--- config.mk ---
export PLATFORM = sky130hd
export DESIGN_NAME = pipe_stage_reg
export DESIGN_NICKNAME = d
export VERILOG_FILES = /design/src/rtl/pipe_stage_reg_pkg.sv /design/src/rtl/pipe_stage_reg_sat_counter.sv /design/src/rtl/pipe_stage_reg.sv
export SDC_FILE = /design/constraint.sdc
export NUM_CORES = 1
export LEC_CHECK = 0
export BUFFER_PORTS_ARGS = -buffer_cell sky130_fd_sc_hd__buf_2
export CAP_MARGIN = 20
export CORE_AREA = 2 2 196 198
export CTS_CLUSTER_DIAMETER = 30
export CTS_CLUSTER_SIZE = 14
export DETAILED_ROUTE_END_ITERATION = 12
export DIE_AREA = 0 0 198 200
export GPL_ROUTABILITY_DRIVEN = 0
export SYNTH_ARGS = -nofsm -noshare
export SYNTH_HDL_FRONTEND = slang
export SYNTH_SLANG_ARGS = --single-unit
--- constraint.sdc ---
create_clock -name clk -period 3.4 [get_ports clk]
set_input_delay 0.34 -clock clk [delete_from_list [all_inputs] [get_ports clk]]
set_output_delay 0.34 -clock clk [all_outputs]
set_load 0.01 [all_outputs]
--- src/rtl/pipe_stage_reg_pkg.sv ---
// Shared core package: stall-vector layout, stop encodings, stage
// boundary payload types with their bubble constants, and the stage
// register control decode type.
package pipe_stage_reg_pkg;

  // Bit positions of each stage in the control unit's stall vector
  localparam int STAGE_PC  = 0;
  localparam int STAGE_IF  = 1;
  localparam int STAGE_ID  = 2;
  localparam int STAGE_EX  = 3;
  localparam int STAGE_MEM = 4;
  localparam int STAGE_WB  = 5;

  // Stall vector bit values
  localparam logic STOP    = 1'b1;
  localparam logic NO_STOP = 1'b0;

  // Payload crossing the IF/ID boundary
  typedef struct packed {
    logic [31:0] pc;
    logic [31:0] inst;
  } if_id_t;

  localparam if_id_t IF_ID_BUBBLE = '0;

  // Payload crossing the EX/MEM boundary (160 bits)
  typedef struct packed {
    logic [31:0] pc;
    logic [7:0]  aluop;
    logic [4:0]  wd;
    logic        wreg;
    logic [31:0] wdata;
    logic [31:0] mem_addr;
    logic [31:0] mem_data;
    logic        whilo;
    logic [15:0] excepttype;
    logic        is_in_delayslot;
  } ex_mem_t;

  // NOP opcode, write enables off, zero addresses
  localparam ex_mem_t EX_MEM_BUBBLE = '0;

  // What the stage register does at the next edge
  typedef enum logic [1:0] {
    OP_ADVANCE,
    OP_BUBBLE,
    OP_HOLD,
    OP_FLUSH
  } stage_op_e;

endpackage

--- src/rtl/pipe_stage_reg_sat_counter.sv ---
// Saturating event counter with synchronous clear.
module sat_counter #(
  parameter int CNT_W = 16
) (
  input  logic             clk,
  input  logic             rst,
  input  logic             inc,
  input  logic             clr,
  output logic [CNT_W-1:0] count
);

  // Clear wins over increment; the count sticks at all-ones instead of wrapping
  always_ff @(posedge clk or negedge rst) begin
    if (!rst) begin
      count <= '0;
    end else if (clr) begin
      count <= '0;
    end else if (inc && (count != {CNT_W{1'b1}})) begin
      count <= count + CNT_W'(1);
    end
  end

endmodule

--- src/rtl/pipe_stage_reg.sv ---
// Inter-stage pipeline register: payload plus valid, flush / bubble /
// hold handling from the stall vector, side state fed back upstream
// while stopped, and saturating event counters.
module pipe_stage_reg
  import pipe_stage_reg_pkg::*;
#(
  parameter int                DATA_W     = 160,
  parameter int                SIDE_W     = 66,
  parameter int                STALL_W    = 6,
  parameter int                STAGE      = STAGE_EX,
  parameter logic [DATA_W-1:0] BUBBLE_VAL = '0,
  parameter int                CNT_W      = 16
) (
  input  logic               clk,
  input  logic               rst,
  input  logic [STALL_W-1:0] stall,
  input  logic               flush,
  input  logic               in_valid,
  input  logic [DATA_W-1:0]  in_data,
  input  logic [SIDE_W-1:0]  in_side,
  input  logic               cnt_clr,
  output logic               out_valid,
  output logic [DATA_W-1:0]  out_data,
  output logic [SIDE_W-1:0]  out_side,
  output logic [CNT_W-1:0]   stall_cycles,
  output logic [CNT_W-1:0]   bubble_cycles,
  output logic [CNT_W-1:0]   flush_count
);

  logic      up_stop;
  logic      down_stop;
  logic      unused_stall;
  stage_op_e op;

  assign up_stop      = (stall[STAGE] == STOP);
  assign down_stop    = (stall[STAGE+1] == STOP);
  assign unused_stall = ^stall;

  // Decode the edge action; upstream running with downstream stopped is illegal and falls through to advance
  always_comb begin
    op = OP_ADVANCE;
    if (flush) begin
      op = OP_FLUSH;
    end else if (up_stop && !down_stop) begin
      op = OP_BUBBLE;
    end else if (up_stop && down_stop) begin
      op = OP_HOLD;
    end
  end

  // Stage register: side state is captured while upstream is stopped and cleared once the instruction leaves or dies
  always_ff @(posedge clk or negedge rst) begin
    if (!rst) begin
      out_valid <= 1'b0;
      out_data  <= BUBBLE_VAL;
      out_side  <= '0;
    end else begin
      case (op)
        OP_FLUSH: begin
          out_valid <= 1'b0;
          out_data  <= BUBBLE_VAL;
          out_side  <= '0;
        end
        OP_BUBBLE: begin
          out_valid <= 1'b0;
          out_data  <= BUBBLE_VAL;
          out_side  <= in_side;
        end
        OP_HOLD: begin
          out_side  <= in_side;
        end
        default: begin
          out_valid <= in_valid;
          out_data  <= in_data;
          out_side  <= '0;
        end
      endcase
    end
  end

  sat_counter #(.CNT_W(CNT_W)) u_stall_cnt (
    .clk   (clk),
    .rst   (rst),
    .inc   (op == OP_HOLD),
    .clr   (cnt_clr),
    .count (stall_cycles)
  );

  sat_counter #(.CNT_W(CNT_W)) u_bubble_cnt (
    .clk   (clk),
    .rst   (rst),
    .inc   (op == OP_BUBBLE),
    .clr   (cnt_clr),
    .count (bubble_cycles)
  );

  sat_counter #(.CNT_W(CNT_W)) u_flush_cnt (
    .clk   (clk),
    .rst   (rst),
    .inc   (op == OP_FLUSH),
    .clr   (cnt_clr),
    .count (flush_count)
  );

endmodule

==> metrics.yaml, run 1 <==
synth_area_um2: 10400
cts_made_buffers: 68
hp-class: "input port to flip-flop"
n_fill_cell: 3234
synthDistinctLibCells: 42
powerDensity_nw_per_um2: 594
final_max_slew_viol_count: 0
ys_ff_latch: 275
cts_setup_buffers: 0
grt_max_degree: 95
cts_sinks: 275
worst_pin_slew_ns: 1.12
hold_violations: 0
antenna_found_initial: 0
dieArea_um2: 39600
leakage_uw: 0.00928
final_cells: 2122
drc_errors: 0
clockBufferDepth: 3
rows: 71
netlist_instances: 804
clock_latency_ns: 0.56
seqCellArea_um2: 6880
path_clk_slew_ns: 0.04
ctsHtreeMaxLevel: 3
grt-ovfl-total: 0
synth_top_area_share_pct: 66.0
avgViaCountPerCell: 4.76
port_buffers: 507
die_w_um: 198
yosysTopAreaCell: "dfrtp_1"
antenna_left: 0
setup-tns-final_ns: 0
drv_cap: 0
crit_fanout: 7
start_util_pct: 27.9
io_pins: 512
clock-root-buffer: "clkbuf_16"
post_drt_wl_per_cell_um: 18.1
ys_seq_area_share_pct: 66.0
dpl.hpwl_um: 24100
grt_usage_pct: 18.7
status: "completed"
grt_pass1_wl_um: 57900
synth_edf_count: 0
finalCriticalPeriod_ns: 2.26
drt_first_pass_iters: 5
avgSynthCellArea_um2: 13.0
nNetsFinal: 1798
routed_wl_um: 38300
grt_pass1_vias: 10500
multi_input_area_um2: 3280
cts.repair.resized: 0
startpoint_type: "flip-flop"
worstSetupPathType: "flip-flop to flip-flop"
crit_required_ns: 3.87
rsz0062_at_grt: "no"
cts_hold_buf: 222
synthFlopType: "dfrtp_1"
arrival_ns: 2.73
holdWs_ns: 0.0342
ir_drop_v: 0.000458
finClkSkew_ns: 0.00731
setup_viol: 0
area_growth_pct: 73.3
ys.warnings.count: 0
worstSetupEndpointType: "flip-flop"
utilization_pct: 48.3
fmax_ghz: 0.443
max_slew_margin_pct: 25.3
tritoncts: "yes"
core_um2: 37400
synth_area_leaders: "dfrtp_1 66%, a22o_1 14%, and2_1 4.0%, clkbuf_1 1.8%, a21oi_1 1.5%"
drt_iter0_markers: 533
drive_gt1_share_pct: 39.9
synth_nets: 1044
vias: 10100
synthArstFlopShare_pct: 100
die_y_um: 200
fin_crit_sh_pct: 66.3
num_antenna_cells: 0
dp.cells: 1776
[final timing paths]
kind / slack, ns / from / endpoint / depth (start not counted)
max: 1.14 / u_bubble_cnt.count[1]$_DFFE_PN0P_ / u_bubble_cnt.count[14]$_DFFE_PN0P_ / 5
max reg2reg: 1.14 / u_bubble_cnt.count[1]$_DFFE_PN0P_ / u_bubble_cnt.count[14]$_DFFE_PN0P_ / 5
max in group asynchronous: 2.05 / rst / out_data[120]$_DFFE_PN0P_ / 3
min reg2reg: 0.49 / out_data[98]$_DFFE_PN0P_ / out_data[98]$_DFFE_PN0P_ / 1
min: 0.03 / in_side[65] / out_side[65]$_DFF_PN0_ / 2
min in group asynchronous: 0.37 / rst / out_data[19]$_DFFE_PN0P_ / 2
[kinds of logic after synthesis]
group,Yosys count,share of synthesized area (%)
muxes,8,0.828
and+or+nand+nor,207,11.8
adders and majority gates,3,0.360
buffers and inverters,71,2.64
DFF,275,66.0
AOI/OAI and AO/OA,240,18.4
[report_power, final]
group / internal, uW / switching, uW
Sequential: 3410 / 69.1
Combinational: 444 / 413
Clock: 4350 / 2030
[through the flow]
step	power (uW)	setup WS (ns)	instance area [um^2]
6_report	10700	1.14	18100
5_1_grt	11100	1.01	18100
4_1_cts	10800	1.15	18100
3_5_place_dp	4160	1.02	13500
3_3_place_gp	4150	1.01	13500
2_1_floorplan	3750	1.28	10400
[layer usage]
layer / track usage (%) / part of all wire, % / vias to the layer above
met2: 30.5 / 49 / 457
met3: 5.88 / 7.4 / 100
met1: 21.6 / 38 / 4971
met5: 0 / 0 / -
li1: - / - / 4564
met4: 11.7 / 5.2 / 0
[critical path, stage by stage, from the launching register on]
cell,delay (ns)
dfrtp_1,0.42
ha_1,0.30
nand2_1,0.10
or4_1,0.65
or4_1,0.54
a21oi_1,0.15
[placed cells by master (no fill, tap or decap), types with 11 or more instances in the layout]
| master | netlist | routed |
|---|---|---|
| buf_2 | 1 | 506 |
| dfrtp_1 | 275 | 275 |
| dlygate4sd3_1 | 0 | 222 |
| a22o_1 | 161 | 161 |
| clkbuf_16 | 0 | 68 |
| and2_1 | 67 | 67 |
| a21oi_1 | 32 | 32 |
| or4_1 | 21 | 21 |
| nand2_1 | 20 | 20 |
| nand3_1 | 18 | 18 |
| o31ai_1 | 18 | 18 |
| nand4_1 | 13 | 13 |
| nor2_1 | 14 | 13 |
| inv_1 | 13 | 13 |
| clkbuf_1 | 49 | 13 |
| nor4_1 | 11 | 11 |
| o21ai_0 | 11 | 11 |
| or3_1 | 11 | 11 |
[state kept, by name (all words and copies together) (netlist names)]
signal              flops
out_data              160
out_side               66
u_bubble_cnt.count     16
u_flush_cnt.count      16
u_stall_cnt.count      16
out_valid               1
[cells in the mapped netlist, types with 5 or more instances]
library cell,count
nor3_1,9
o31ai_1,18
a22o_1,161
nand4_1,13
buf_1,6
o21ai_0,11
nor4_1,11
mux2_2,5
clkbuf_1,49
inv_1,13
nand2_1,20
o41ai_1,5
a21oi_1,32
nor2_1,14
and2_1,67
nor2b_1,6
or4_1,21
dfrtp_1,275
nand3_1,18
or3_1,11
[area by class of cell]
cell class / instances / share of cell area [%]
sequential: 275 / 38.1
timing repair buffer: 741 / 27.2
multi-input combinational: 458 / 18.2
clock buffer: 90 / 10.4
tap: 511 / 3.54
clock inverter: 33 / 2.33
inverter: 14 / 0.291
(Power assumes the default switching activity.)
==> run 2: changes to the inputs <==
Clock period 3.4 ns to 2.3 ns, I/O delays scaled along.
==> run 2 against run 1 <==
Hold slack improved by 0.040 ns. Final area up 1.3%. Combinational power increased by 51%. Critical path type unchanged. Final cell count increased by 0.61%. Sequential share of layout area decreased by 0.49 points. Count of clock-buffer cells in the layout down 6.
==> metrics.yaml, run 2 (same netlist as run 1, synthesis figures left out) <==
die_y_um: 200  # unchanged
grt_max_degree: 93  # -2.1%
io_pins: 512  # unchanged
worstSetupPathType: "flip-flop to flip-flop"
grt-ovfl-total: 0  # unchanged
rr_endpoint: "u_stall_cnt.count[15]$_DFFE_PN0P_"
regMostFlops: "out_data"
cts_hold_buf: 228  # +2.7%
ir_drop_v: 0.000592  # +29%
grt_usage_pct: 18.7  # -0.081 points
avgViaCountPerCell: 4.74  # -0.25%
grt_pass1_wl_um: 57600  # -0.51%
post_drt_wl_per_cell_um: 17.9  # -0.98%
rows: 71  # unchanged
drt_iter0_markers: 444  # -17%
grt_pass1_vias: 10400  # -0.16%
reg_top3: "out_data: 160 flops, out_side: 66 flops"
drc_errors: 0  # unchanged
routed_wl_um: 38200  # -0.38%
design_area_um2: 18300  # +1.3%
status: "completed"
crit_fanout: 8  # +1
clock_latency_ns: 0.54  # -0.02 ns
layout_commonest_cell: "buf_2"
setup_viol: 0  # unchanged
placed_area_um2: 13700  # +1.2%
multi_input_area_um2: 3280  # unchanged
critPathCapture: "u_stall_cnt.count[15]$_DFFE_PN0P_"
startpoint_type: "flip-flop"
setup_slack_ns: 0.190  # -0.955 ns
finClkSkew_ns: 0.0123  # +0.00498 ns
fmax_ghz: 0.474  # +6.9%
seqCellArea_um2: 6880  # unchanged
area_growth_pct: 75.5
worstReg2RegStart: "u_stall_cnt.count[2]$_DFFE_PN0P_"
ctsHtreeMaxLevel: 3  # unchanged
cts.repair.resized: 0  # unchanged
nNetsFinal: 1816  # +1.0%
largest_register_ffs: 160  # unchanged
clockBufferDepth: 3  # unchanged
drv_cap: 0  # unchanged
dieArea_um2: 39600  # unchanged
layout_common_cells: "506 x buf_2, 275 x dfrtp_1, 228 x dlygate4sd3_1, 161 x a22o_1, 69 x clkbuf_16"
arrival_ns: 2.52  # -0.21 ns
cpMaxStageDelayCell: "or4_1"
start_util_pct: 27.9  # unchanged
setup-tns-final_ns: 0  # unchanged
max_stage_delay_ns: 0.68  # +0.03 ns
rr_worst_depth: 4  # -1
crit_required_ns: 2.71  # -1.16 ns
place_ws_ns: 0.126  # -0.898 ns
n_fill_cell: 3219  # -0.46%
fin_crit_sh_pct: 91.7  # +25 points
antenna_left: 0  # unchanged
cts_sinks: 275  # unchanged
clock-root-buffer: "clkbuf_16"
core_um2: 37400  # unchanged
drive_gt1_share_pct: 40.3  # +0.48 points
worst_pin_slew_ns: 0.584  # -0.536 ns
cts_setup_buffers: 0  # unchanged
critPathLaunch: "u_stall_cnt.count[2]$_DFFE_PN0P_"
max_slew_margin_pct: 61.1  # +36 points
dpl.hpwl_um: 24500  # +1.7%
path_clk_slew_ns: 0.04  # about the same
finalCriticalPeriod_ns: 2.11  # -0.145 ns
vias: 10100  # +0.36%
rsz0062_at_grt: "no"
num_antenna_cells: 0  # unchanged
cts_made_buffers: 66  # -2.9%
die_w_um: 198  # unchanged
hold_violations: 0  # unchanged
rrSetupSlack_ns: 0.19  # -0.95 ns
leakage_uw: 0.00939  # +1.2%
antenna_found_initial: 0  # unchanged
final_max_slew_viol_count: 0  # unchanged
tritoncts: "yes"
powerDensity_nw_per_um2: 877  # +48%
worstSetupEndpointType: "flip-flop"
hp-class: "input port to flip-flop"
port_buffers: 507  # unchanged
drt_first_pass_iters: 5  # unchanged
crit_chain: "nand4_1 > or4_1 > nor4b_1 > mux2_2"
[run 2: cell count changes in the layout (fill, tap and decap cells not counted), sizes merged, moves of 3 or more]
cell / before / now
buf: 518 / 533
clkbuf: 91 / 84
dlygate4sd3: 222 / 228
bufinv: 6 / 10
clkinv: 18 / 14
inv: 20 / 17
[run 2: worst min path at each step]
stage / from / endpoint / slack (ns) / cells past startpoint
after floorplan: rst / out_data[0]$_DFFE_PN0P_ / -0.07 / 0
after global placement: rst / out_data[19]$_DFFE_PN0P_ / 0.23 / 1
after global routing: cnt_clr / u_stall_cnt.count[11]$_DFFE_PN0P_ / 0.07 / 2
after CTS: cnt_clr / u_stall_cnt.count[11]$_DFFE_PN0P_ / 0.04 / 2
after detailed placement: rst / out_data[36]$_DFFE_PN0P_ / 0.24 / 1
final: cnt_clr / u_stall_cnt.count[11]$_DFFE_PN0P_ / 0.07 / 2
[run 2: final cells by class]
type	instances	area share [%]
multi-input combinational	458	18.0
tap	511	3.49
timing repair buffer	761	28.0
clock buffer	84	10.2
sequential	275	37.6
inverter	14	0.287
clock inverter	32	2.45
[run 2: layer usage]
layer / vias up / share of wire, % / global-route usage, %
met5: - / 0 / 0
met4: 0 / 4.8 / 10.8
met3: 94 / 7.4 / 5.21
met2: 466 / 49 / 30.7
met1: 4999 / 39 / 22.1
li1: 4569 / - / -
[run 2: through the flow]
| step | util [%] | power, uW | instances | hold slack [ns] |
|---|---|---|---|---|
| 4_1_cts | 48.9 | 16200 | 2135 | 0.0359 |
| 2_1_floorplan | - | 5540 | 804 | -0.0656 |
| 6_report | 48.9 | 16000 | 2135 | 0.0743 |
| 5_1_grt | 48.9 | 16600 | 2135 | 0.0668 |
| 3_5_place_dp | 36.6 | 6170 | 1791 | 0.237 |
| 3_3_place_gp | 36.6 | 6160 | 1791 | 0.230 |
[run 2: power by group]
part | internal (uW) | total, uW | switching [uW]
Clock | 6800 | 9610 | 2810
Combinational | 681 | 1290 | 611
Sequential | 5040 | 5140 | 102
Total | 12500 | 16000 | 3520
[run 2: critical path, delay by kind of cell (launching register included)]
family           cells  cell delay, ns
DFF                  1            0.43
muxes                1            0.37
and+or+nand+nor      3            1.19
==> run 3: changes to the inputs <==
Settings changed: BUFFER_PORTS_ARGS -buffer_cell sky130_fd_sc_hd__buf_2 to unset, CTS_BUF_LIST set to sky130_fd_sc_hd__clkbuf_8, DONT_BUFFER_PORTS set to 1.
==> run 3 against run 2 <==
The run now ends with hold timing left. Hold slack got worse by 0.77 ns. Power shrank 27%. Critical path depth rose by 1. Sequential share of layout area up 8.7 points. Final cell count down 23%. Setup slack lost 0.14 ns. Die area did not move. Maximum frequency shrank 6.1%. Global-route usage down 2.3 points. Sequential power grew 3%. Count of clock-buffer cells in the layout is 22 lower. Wire length decreased by 9.7%. Highest routed layer unchanged.
==> metrics.yaml, run 3 (same netlist as run 1, synthesis figures left out) <==
worst_pin_slew_ns: 0.944  # +0.360 ns
ctsHtreeMaxLevel: 2  # -1
drt_first_pass_iters: 5  # unchanged
ir_drop_v: 0.000541  # -8.7%
rsz0062_at_grt: "no"
port_buffers: 0  # -100%
worstSetupEndpointType: "flip-flop"
drv_cap: 0  # unchanged
place_ws_ns: 0.208  # +0.0823 ns
setup_viol: 0  # unchanged
hold_violations: 275  # +275
status: "finished, violations left"
finalCriticalPeriod_ns: 2.25  # +0.137 ns
antenna_found_initial: 0  # unchanged
antenna_left: 0  # unchanged
drc_errors: 0  # unchanged
start_util_pct: 27.9  # unchanged
core_um2: 37400  # unchanged
rows: 71  # unchanged
crit_chain: "dlygate4sd3_1 > or3b_4 > or4_1 > or4_1 > a21oi_1"
dpl.hpwl_um: 21600  # -12%
fmax_ghz: 0.445  # -6.1%
tritoncts: "yes"
grt_pass1_wl_um: 50200  # -13%
startpoint_type: "input port"
max_slew_margin_pct: 37.1  # -24 points
clock-root-buffer: "clkbuf_8"
hp-class: "input port to asynchronous set/reset pin"
drt_iter0_markers: 407  # -8.3%
arrival_ns: 2.78  # +0.26 ns
powerDensity_nw_per_um2: 793  # -9.6%
path_clk_slew_ns: 0.07  # +0.03 ns
die_w_um: 198  # unchanged
layout_commonest_cell: "dfrtp_1"
avgViaCountPerCell: 5.10  # +7.4%
layout_common_cells: "274 x dfrtp_1, 233 x dlygate4sd3_1, 161 x a22o_1, 67 x and2_1, 62 x clkbuf_8"
max_stage_delay_ns: 0.72  # +0.04 ns
reg_top3: "out_data: 160 flops, out_side: 66 flops"
cpMostUsedCell: "or4_1"
crit_fanout: 14  # +6
largest_register_ffs: 160  # unchanged
dieArea_um2: 39600  # unchanged
rrSetupSlack_ns: 0.10  # -0.09 ns
cts_made_buffers: 59  # -11%
holdWs_ns: -0.697  # -0.771 ns
cts_sinks: 275  # unchanged
num_antenna_cells: 0  # unchanged
crit_required_ns: 2.83  # +0.12 ns
routed_wl_um: 34500  # -9.7%
clockBufferDepth: 3  # unchanged
drive_gt1_share_pct: 14.0  # -26 points
grt_usage_pct: 16.4  # -2.3 points
violations: "hold timing"
fin_crit_sh_pct: 97.7  # +6.0 points
cpMaxStageDelayCell: "dlygate4sd3_1"
leakage_uw: 0.00664  # -29%
finClkSkew_ns: 0.0136  # +0.00125 ns
die_y_um: 200  # unchanged
setup-tns-final_ns: 0  # unchanged
worstSetupPathType: "input port to flip-flop"
io_pins: 512  # unchanged
path_delay_family: "simple AND/OR/NAND/NOR gates"
final_max_slew_viol_count: 0  # unchanged
nNetsFinal: 1316  # -28%
area_growth_pct: 42.5
grt_max_degree: 276  # +200%
critPathBufInv: 1  # +1
grt-ovfl-total: 0  # unchanged
regMostFlops: "out_data"
setup_slack_ns: 0.0526  # -0.137 ns
grt_pass1_vias: 8661  # -17%
cts_hold_buf: 234  # +2.6%
clock_latency_ns: 0.62  # +0.08 ns
post_drt_wl_per_cell_um: 21.1  # +18%
vias: 8344  # -18%
==> run 3: cell types whose count changed in the layout (fill, tap and decap cells not counted), moves of 7 or more <==
cell / before / now
buf_2: 506 / 0
buf_4: 18 / 31
clkbuf_1: 7 / 0
clkbuf_16: 69 / 0
clkbuf_8: 8 / 62
inv_6: 3 / 10
==> run 3: area by class of cell <==
type | instances | area, um^2
fill | 3433 | 22500
sequential | 275 | 6880
multi-input combinational | 458 | 3290
timing repair buffer | 268 | 2650
clock buffer | 62 | 853
tap | 511 | 639
clock inverter | 49 | 485
inverter | 14 | 52.6
==> run 3: where the power goes <==
part           switching (uW)  internal (uW)
logic                     268            414
clock network            2570           3240
registers                 263           5020
total                    3100           8670
==> run 3: metal layers <==
layer	vias to the layer above	global-route usage, %	wire length [um]
li1	3584	-	-
met1	4186	17.7	12100
met2	473	27.3	17200
met3	101	6.17	3340
met4	0	10.2	1830
met5	-	0	0
==> run 3: metrics by stage <==
stage / area (um^2) / total power (uW) / hold slack (ns) / utilization (%) / std cells
finish: 14900 / 11800 / -0.697 / 39.7 / 1637
global route: 14900 / 12300 / -0.760 / 39.7 / 1637
CTS: 14800 / 11900 / -0.765 / 39.7 / 1637
detailed placement: 11200 / 5680 / -0.0591 / 29.8 / 1292
global placement: 11200 / 5670 / -0.0601 / 29.8 / 1292
floorplan: 10400 / 5540 / -0.0656 / - / 804
==> run 3: what timing repair did <==
action	4_1_cts	5_1_grt
endpoints found under the hold margin	549	275
resized for setup	0	3
setup endpoints to repair	0	2
buffers inserted	0	0
==> run 3: path summary, 6_finish.rpt <==
path | cells after the start | to | start
min in group clk | 3 | u_stall_cnt.count[4]$_DFFE_PN0P_ | flush
setup / recovery | 5 | u_bubble_cnt.count[11]$_DFFE_PN0P_ | flush
max in group asynchronous | 0 | u_flush_cnt.count[8]$_DFFE_PN0P_ | rst
setup reg to reg | 6 | u_flush_cnt.count[4]$_DFFE_PN0P_ | u_flush_cnt.count[9]$_DFFE_PN0P_
hold reg to reg | 1 | out_data[89]$_DFFE_PN0P_ | out_data[89]$_DFFE_PN0P_
hold / removal | 0 | out_data[23]$_DFFE_PN0P_ | rst
